`src/rtl/div_unit_if.sv`:
```
// Issue/result bundle between the execute stage and the iterative RV32M divider.
interface div_unit_if #(parameter int unsigned XLEN = 32);
  logic            start_i;
  logic            kill_i;
  logic [2:0]      funct3_i;
  logic [XLEN-1:0] rs1_i;
  logic [XLEN-1:0] rs2_i;
  logic            busy_o;
  logic            valid_o;
  logic [XLEN-1:0] result_o;

  modport master (
    output start_i, kill_i, funct3_i, rs1_i, rs2_i,
    input  busy_o, valid_o, result_o
  );

  modport slave (
    input  start_i, kill_i, funct3_i, rs1_i, rs2_i,
    output busy_o, valid_o, result_o
  );
endinterface

```
`src/rtl/div_unit.sv`:
```
// Radix-2 restoring divider for DIV/DIVU/REM/REMU, one quotient bit per cycle.
// Define DIV_FAST_SPECIAL_EN to resolve divide-by-zero and signed overflow at accept.
module div_unit #(
  parameter int unsigned XLEN = 32
) (
  input  logic       clk,
  input  logic       reset_n,
  div_unit_if.slave  dif
);

  localparam int unsigned CW = $clog2(XLEN) + 1;
`ifdef DIV_FAST_SPECIAL_EN
  localparam logic [XLEN-1:0] SMIN = {1'b1, {(XLEN-1){1'b0}}};
`endif

  typedef enum logic [1:0] {IDLE, CALC, FIX, DONE} state_t;

  state_t          state_q, state_d;
  logic [XLEN-1:0] rem_q, rem_d;
  logic [XLEN-1:0] quo_q, quo_d;
  logic [XLEN-1:0] dvs_q, dvs_d;
  logic [XLEN-1:0] result_q, result_d;
  logic [CW-1:0]   cnt_q, cnt_d;
  logic            isrem_q, isrem_d;
  logic            qneg_q, qneg_d;
  logic            rneg_q, rneg_d;

  logic            is_signed;
  logic            accept;
  logic            special;
  logic [XLEN-1:0] abs_a, abs_b;
  logic [XLEN-1:0] rem_sh_lo;
  logic [XLEN:0]   sub;
  logic            trial_ge;
  logic [XLEN-1:0] q_fix, r_fix;

  assign is_signed = ~dif.funct3_i[0];
  assign abs_a     = (is_signed && dif.rs1_i[XLEN-1]) ? -dif.rs1_i : dif.rs1_i;
  assign abs_b     = (is_signed && dif.rs2_i[XLEN-1]) ? -dif.rs2_i : dif.rs2_i;
  assign accept    = dif.start_i & ~dif.kill_i & dif.funct3_i[2]
                   & ((state_q == IDLE) | (state_q == DONE));

  // The shifted-out remainder MSB makes the trial subtract succeed regardless of
  // the low XLEN bits, so only XLEN bits plus a borrow are needed.
  assign rem_sh_lo = {rem_q[XLEN-2:0], quo_q[XLEN-1]};
  assign sub       = {1'b0, rem_sh_lo} - {1'b0, dvs_q};
  assign trial_ge  = rem_q[XLEN-1] | ~sub[XLEN];
  assign q_fix     = (qneg_q && (dvs_q != '0)) ? -quo_q : quo_q;
  assign r_fix     = rneg_q ? -rem_q : rem_q;

  always_comb begin
    special = 1'b0;
`ifdef DIV_FAST_SPECIAL_EN
    special = (dif.rs2_i == '0) || (is_signed && (dif.rs1_i == SMIN) && (dif.rs2_i == '1));
`endif
  end

  always_ff @(posedge clk or negedge reset_n) begin
    if (!reset_n) begin
      state_q  <= IDLE;
      rem_q    <= '0;
      quo_q    <= '0;
      dvs_q    <= '0;
      result_q <= '0;
      cnt_q    <= '0;
      isrem_q  <= 1'b0;
      qneg_q   <= 1'b0;
      rneg_q   <= 1'b0;
    end else begin
      state_q  <= state_d;
      rem_q    <= rem_d;
      quo_q    <= quo_d;
      dvs_q    <= dvs_d;
      result_q <= result_d;
      cnt_q    <= cnt_d;
      isrem_q  <= isrem_d;
      qneg_q   <= qneg_d;
      rneg_q   <= rneg_d;
    end
  end

  always_comb begin
    state_d = state_q;
    unique case (state_q)
      IDLE:    if (accept) state_d = special ? FIX : CALC;
      CALC:    if (cnt_q == CW'(1)) state_d = FIX;
      FIX:     state_d = DONE;
      DONE:    state_d = accept ? (special ? FIX : CALC) : IDLE;
      default: state_d = IDLE;
    endcase
    if (dif.kill_i) state_d = IDLE;
  end

  always_comb begin
    rem_d    = rem_q;
    quo_d    = quo_q;
    dvs_d    = dvs_q;
    result_d = result_q;
    cnt_d    = cnt_q;
    isrem_d  = isrem_q;
    qneg_d   = qneg_q;
    rneg_d   = rneg_q;
    if (accept) begin
      rem_d   = '0;
      quo_d   = abs_a;
      dvs_d   = abs_b;
      cnt_d   = CW'(XLEN);
      isrem_d = dif.funct3_i[1];
      qneg_d  = is_signed & (dif.rs1_i[XLEN-1] ^ dif.rs2_i[XLEN-1]);
      rneg_d  = is_signed & dif.rs1_i[XLEN-1];
`ifdef DIV_FAST_SPECIAL_EN
      // Preload the magnitudes FIX would have produced; its sign rules finish the job.
      if (dif.rs2_i == '0) begin
        quo_d = '1;
        rem_d = abs_a;
      end else if (special) begin
        quo_d = SMIN;
        rem_d = '0;
      end
`endif
    end else if (state_q == CALC) begin
      rem_d = trial_ge ? sub[XLEN-1:0] : rem_sh_lo;
      quo_d = {quo_q[XLEN-2:0], trial_ge};
      cnt_d = cnt_q - CW'(1);
    end else if ((state_q == FIX) && !dif.kill_i) begin
      result_d = isrem_q ? r_fix : q_fix;
    end
  end

  always_comb begin
    dif.busy_o   = (state_q == CALC) || (state_q == FIX);
    dif.valid_o  = (state_q == DONE);
    dif.result_o = result_q;
  end

endmodule

```
`src/flat_wrapper.sv`:
```
// flat-port wrapper written by rule: the top's interface ports become plain ports
module div_unit_flat 
#(
  parameter int unsigned XLEN = 32
)
  (clk, reset_n, dif_start_i, dif_kill_i, dif_funct3_i, dif_rs1_i, dif_rs2_i, dif_busy_o, dif_valid_o, dif_result_o);
  div_unit_if #(.XLEN(XLEN)) dif_i ();
  input  logic clk;
  input  logic reset_n;
  input wire logic [$bits(dif_i.start_i)-1:0] dif_start_i;
  input wire logic [$bits(dif_i.kill_i)-1:0] dif_kill_i;
  input wire logic [$bits(dif_i.funct3_i)-1:0] dif_funct3_i;
  input wire logic [$bits(dif_i.rs1_i)-1:0] dif_rs1_i;
  input wire logic [$bits(dif_i.rs2_i)-1:0] dif_rs2_i;
  output wire logic [$bits(dif_i.busy_o)-1:0] dif_busy_o;
  output wire logic [$bits(dif_i.valid_o)-1:0] dif_valid_o;
  output wire logic [$bits(dif_i.result_o)-1:0] dif_result_o;
  assign dif_i.start_i = dif_start_i;
  assign dif_i.kill_i = dif_kill_i;
  assign dif_i.funct3_i = dif_funct3_i;
  assign dif_i.rs1_i = dif_rs1_i;
  assign dif_i.rs2_i = dif_rs2_i;
  assign dif_busy_o = dif_i.busy_o;
  assign dif_valid_o = dif_i.valid_o;
  assign dif_result_o = dif_i.result_o;
  div_unit #(.XLEN(XLEN)) u_core (.clk(clk), .reset_n(reset_n), .dif(dif_i));
endmodule
```
`config.mk`:
```
export PLATFORM = sky130hd
export DESIGN_NAME = div_unit_flat
export DESIGN_NICKNAME = d
export VERILOG_FILES = /design/src/rtl/div_unit_if.sv /design/src/rtl/div_unit.sv /design/src/flat_wrapper.sv
export SDC_FILE = /design/constraint.sdc
export NUM_CORES = 1
export LEC_CHECK = 0
export BUFFER_PORTS_ARGS = -buffer_cell sky130_fd_sc_hd__buf_2
export CAP_MARGIN = 20
export CELL_PAD_IN_SITES_DETAIL_PLACEMENT = 0
export CELL_PAD_IN_SITES_GLOBAL_PLACEMENT = 2
export CORE_ASPECT_RATIO = 0.8
export CORE_MARGIN = 4
export CORE_UTILIZATION = 33
export DETAILED_ROUTE_END_ITERATION = 7
export PLACE_DENSITY_LB_ADDON = 0.3
export RECOVER_POWER = 100
export SYNTH_ARGS = -nofsm -noshare
export SYNTH_HDL_FRONTEND = slang
export SYNTH_SLANG_ARGS = --single-unit
```
`constraint.sdc`:
```
create_clock -name clk -period 2.9 [get_ports clk]
set_clock_uncertainty 0.2 [all_clocks]
set_input_delay 0 -clock clk [delete_from_list [all_inputs] [get_ports clk]]
set_output_delay 0 -clock clk [all_outputs]
set_load 0.01 [all_outputs]
```
==> impl_metrics.env <==
export IMPL_hold_viol_final=0
export IMPL_yosysSeqAreaShare_pct=32.8
export IMPL_ys_flop_type="dfrtp_1"
export IMPL_syn_num_nets=1416
export IMPL_vias_per_cell=5.20
export IMPL_status="complete, but fails checks"
export IMPL_fin_cells=2076
export IMPL_dieHeight_um=168
export IMPL_wire_per_inst_um=17.1
export IMPL_area_delta_synth_final_pct=40.1
export IMPL_synth_compound_area_share_pct=23.4
export IMPL_fmax_mhz=339
export IMPL_io_buffers=104
export IMPL_synthCells=1302
export IMPL_cp_cell_sequence="ha_4, fa_2, nor2b_2, o31a_1, o311ai_4, buf_4, o211a_4, o31ai_2, nand2_1, a211o_1, a311oi_2"
export IMPL_synth_xor_area_share_pct=11.8
export IMPL_ys_async_sr_fraction_pct=100
export IMPL_grt_pass1_wl_um=56000
export IMPL_end_kind="flip-flop"
export IMPL_synth_fa_ha_area_share_pct=5.14
export IMPL_critPathLaunchType="flip-flop"
export IMPL_crit_type="reg2reg"
export IMPL_rsz0062_at_grt="yes"
export IMPL_grt_max_degree=83
export IMPL_fin_crit_ns=2.95
export IMPL_final_util_pct=47.1
export IMPL_grt_pass1_vias=10300
export IMPL_synthMuxAreaShare_pct=3.87
export IMPL_n_antenna_cell=0
export IMPL_violations="max-capacitance violations, max-slew violations, negative setup slack"
export IMPL_totalWireLength_um=35400
export IMPL_p_leak_nw=6.36
export IMPL_cp_required_ns=3.03
export IMPL_slew_violations=56
export IMPL_syn_cell_area_um2=10600
export IMPL_coreArea_um2=31600
export IMPL_setup_viol=1
export IMPL_drc=0
export IMPL_final_period_utilization_pct=102
export IMPL_synth_top_family_by_area="compound AO/OA/AOI/OAI gates"
export IMPL_irDropWorstVdd_mv=0.426
export IMPL_final_common_cell="nand2_1"
export IMPL_crit_buf_inv=1
export IMPL_fin_nets=1757
export IMPL_clk_pin_slew_ns=0.06
export IMPL_drt_pass1_iterations=5
export IMPL_htree_levels=4
export IMPL_overflow=0
export IMPL_syn_area_per_cell_um2=8.15
export IMPL_clk_latency_ns=0.43
export IMPL_grt_usage_pct=19.7
export IMPL_die_w_um=208
export IMPL_clk_path_buf_depth=2
export IMPL_cts_root_buffer="clkbuf_16"
export IMPL_start_util_pct=33.6
export IMPL_cp_top_family="compound AO/OA/AOI/OAI gates"
export IMPL_die_area_um2=35100
export IMPL_num_rows=58
export IMPL_tightest_slew_ns=1.54
export IMPL_clock_sinks=139
export IMPL_hp_class="in2reg"
export IMPL_cts_made_buffers=17
export IMPL_synthSimpleGateAreaFrac_pct=18.0
export IMPL_slowest_delay_ns=0.40
export IMPL_synth_cell_type_count=73
export IMPL_antenna_found_initial=0
export IMPL_ant_nets=0
export IMPL_dp_cells=1914
export IMPL_yosys_warnings=0
export IMPL_vias=10800
export IMPL_cp_max_fo=3
export IMPL_ys_ff_latch=139
export IMPL_tritoncts="yes"
export IMPL_max_cap_violations=1
export IMPL_relSlewSlack_pct=-2.63
export IMPL_drive_gt1_share_pct=22.6
export IMPL_drt_iter0_drc=660
export IMPL_power_density_nw_per_um2=1020
export IMPL_place_congestion=0.826
export IMPL_crit_arrival_ns=3.08
export IMPL_synth_edf_count=0
export IMPL_final_cell_mix="171 x nand2_1, 169 x o21ai_0, 155 x buf_4"
export IMPL_hpwl_um=25800
export IMPL_io_pins=105
export IMPL_worst_slack_ns=-0.0473
export IMPL_crit_path_top_delay_cell="dfrtp_1"
layout make-up:
| class | instances | area [um2] |
|---|---|---|
| fillers | 3170 | 16700 |
| multi-input cells | 1034 | 7090 |
| inverters | 63 | 236 |
| flip-flops and latches | 139 | 3480 |
| well taps | 420 | 526 |
| clock buffers | 21 | 470 |
| clock inverters | 11 | 119 |
| repair buffers | 388 | 2940 |
flip-flops by register name (all words and copies together) (netlist names):
name / cells
u_core.rem_q: 32
u_core.quo_q: 32
u_core.dvs_q: 32
u_core.qneg_q: 1
u_core.isrem_q: 1
u_core.cnt_q: 6
u_core.dif.result_o: 32
u_core.state_q: 2
u_core.rneg_q: 1
through the flow:
stage | power (W) | area, um2 | hold slack, ns | setup TNS [ns] | setup WS (ns)
floorplan | 0.00821 | 10600 | -0.496 | 0 | 0.00389
finish | 0.0151 | 14900 | 0.0176 | -0.0473 | -0.0473
CTS | 0.0143 | 14400 | 0.00897 | -0.161 | -0.0879
detailed placement | 0.0116 | 12700 | -0.166 | -0.598 | -0.137
global route | 0.0163 | 14900 | 0.0519 | -3.19 | -0.164
global placement | 0.0116 | 12700 | -0.170 | -0.0700 | -0.0185
power breakdown:
group / internal (W) / leakage [nW] / total (W) / switching (W)
Sequential: 0.00263 / 1.77 / 0.00338 / 0.000742
Combinational: 0.00457 / 4.31 / 0.00951 / 0.00494
Clock: 0.00133 / 0.281 / 0.00224 / 0.000907
Total: 0.00854 / 6.36 / 0.0151 / 0.00659
logic make-up after synthesis:
family / Yosys count
DFF: 139
and+or+nand+nor: 399
AOI/OAI and AO/OA: 408
xor gates and xnor gates: 143
buffers and inverters: 129
muxes: 41
adders and majority gates: 43
layer usage:
metal / vias up / wire length [um] / global-route usage [%] / share of wire [%]
met5: - / 0 / 0 / 0
met4: 0 / 546 / 4.34 / 1.5
met3: 35 / 1420 / 3.22 / 4.0
met2: 221 / 15500 / 29.9 / 44
met1: 5194 / 17900 / 29.5 / 51
li1: 5354 / - / - / -
timing repair:
item                                    CTS  global route
pin swaps                                 7            38
gates cloned                              0             1
setup buffers                             4            22
gates resized for setup                   8           115
hold buffers                            106             0
endpoints found under the setup margin   11            58
hold endpoints to repair                214             0
worst register-to-register path: stages, from the launching register on:
cell and delay (ns):
dfrtp_1 0.40, ha_4 0.17, fa_2 0.37, nor2b_2 0.13, o31a_1 0.23, o311ai_4 0.13, buf_4 0.17, o211a_4 0.24
o31ai_2 0.17, nand2_1 0.08, a211o_1 0.30, a311oi_2 0.25
final timing paths:
path	from	end	slack [ns]	cells past startpoint
worst min register to register	u_core.dif.result_o[9]	u_core.dif.result_o[9]	0.27	2
min in group asynchronous	reset_n	u_core.dif.result_o[25]	0.61	3
worst max register to register	u_core.dvs_q[0]	u_core.rem_q[20]	-0.05	11
worst max-delay path	u_core.dvs_q[0]	u_core.rem_q[20]	-0.05	11
worst min-delay path	dif_funct3_i[2]	u_core.rneg_q	0.02	4
max in group asynchronous	reset_n	u_core.isrem_q	0.59	3
cell usage after synthesis (13+ instances only):
cell type	number	share of area (%)
ha_1	42	5.0
o21ai_0	190	9.0
and3_1	13	0.77
dfrtp_1	139	33
o31ai_1	34	2.4
nor3_1	28	1.3
nand2_1	175	6.2
a21oi_1	79	3.7
xnor2_1	72	5.9
nor2_1	69	2.4
inv_1	63	2.2
mux2i_1	41	3.9
nand4_1	15	0.88
clkbuf_1	51	1.8
xor2_1	71	5.9
nand3_1	23	1.1
a21o_1	14	0.99
nor4_1	14	0.83
or4_1	13	0.92
Power figures use the tool's default switching activity.
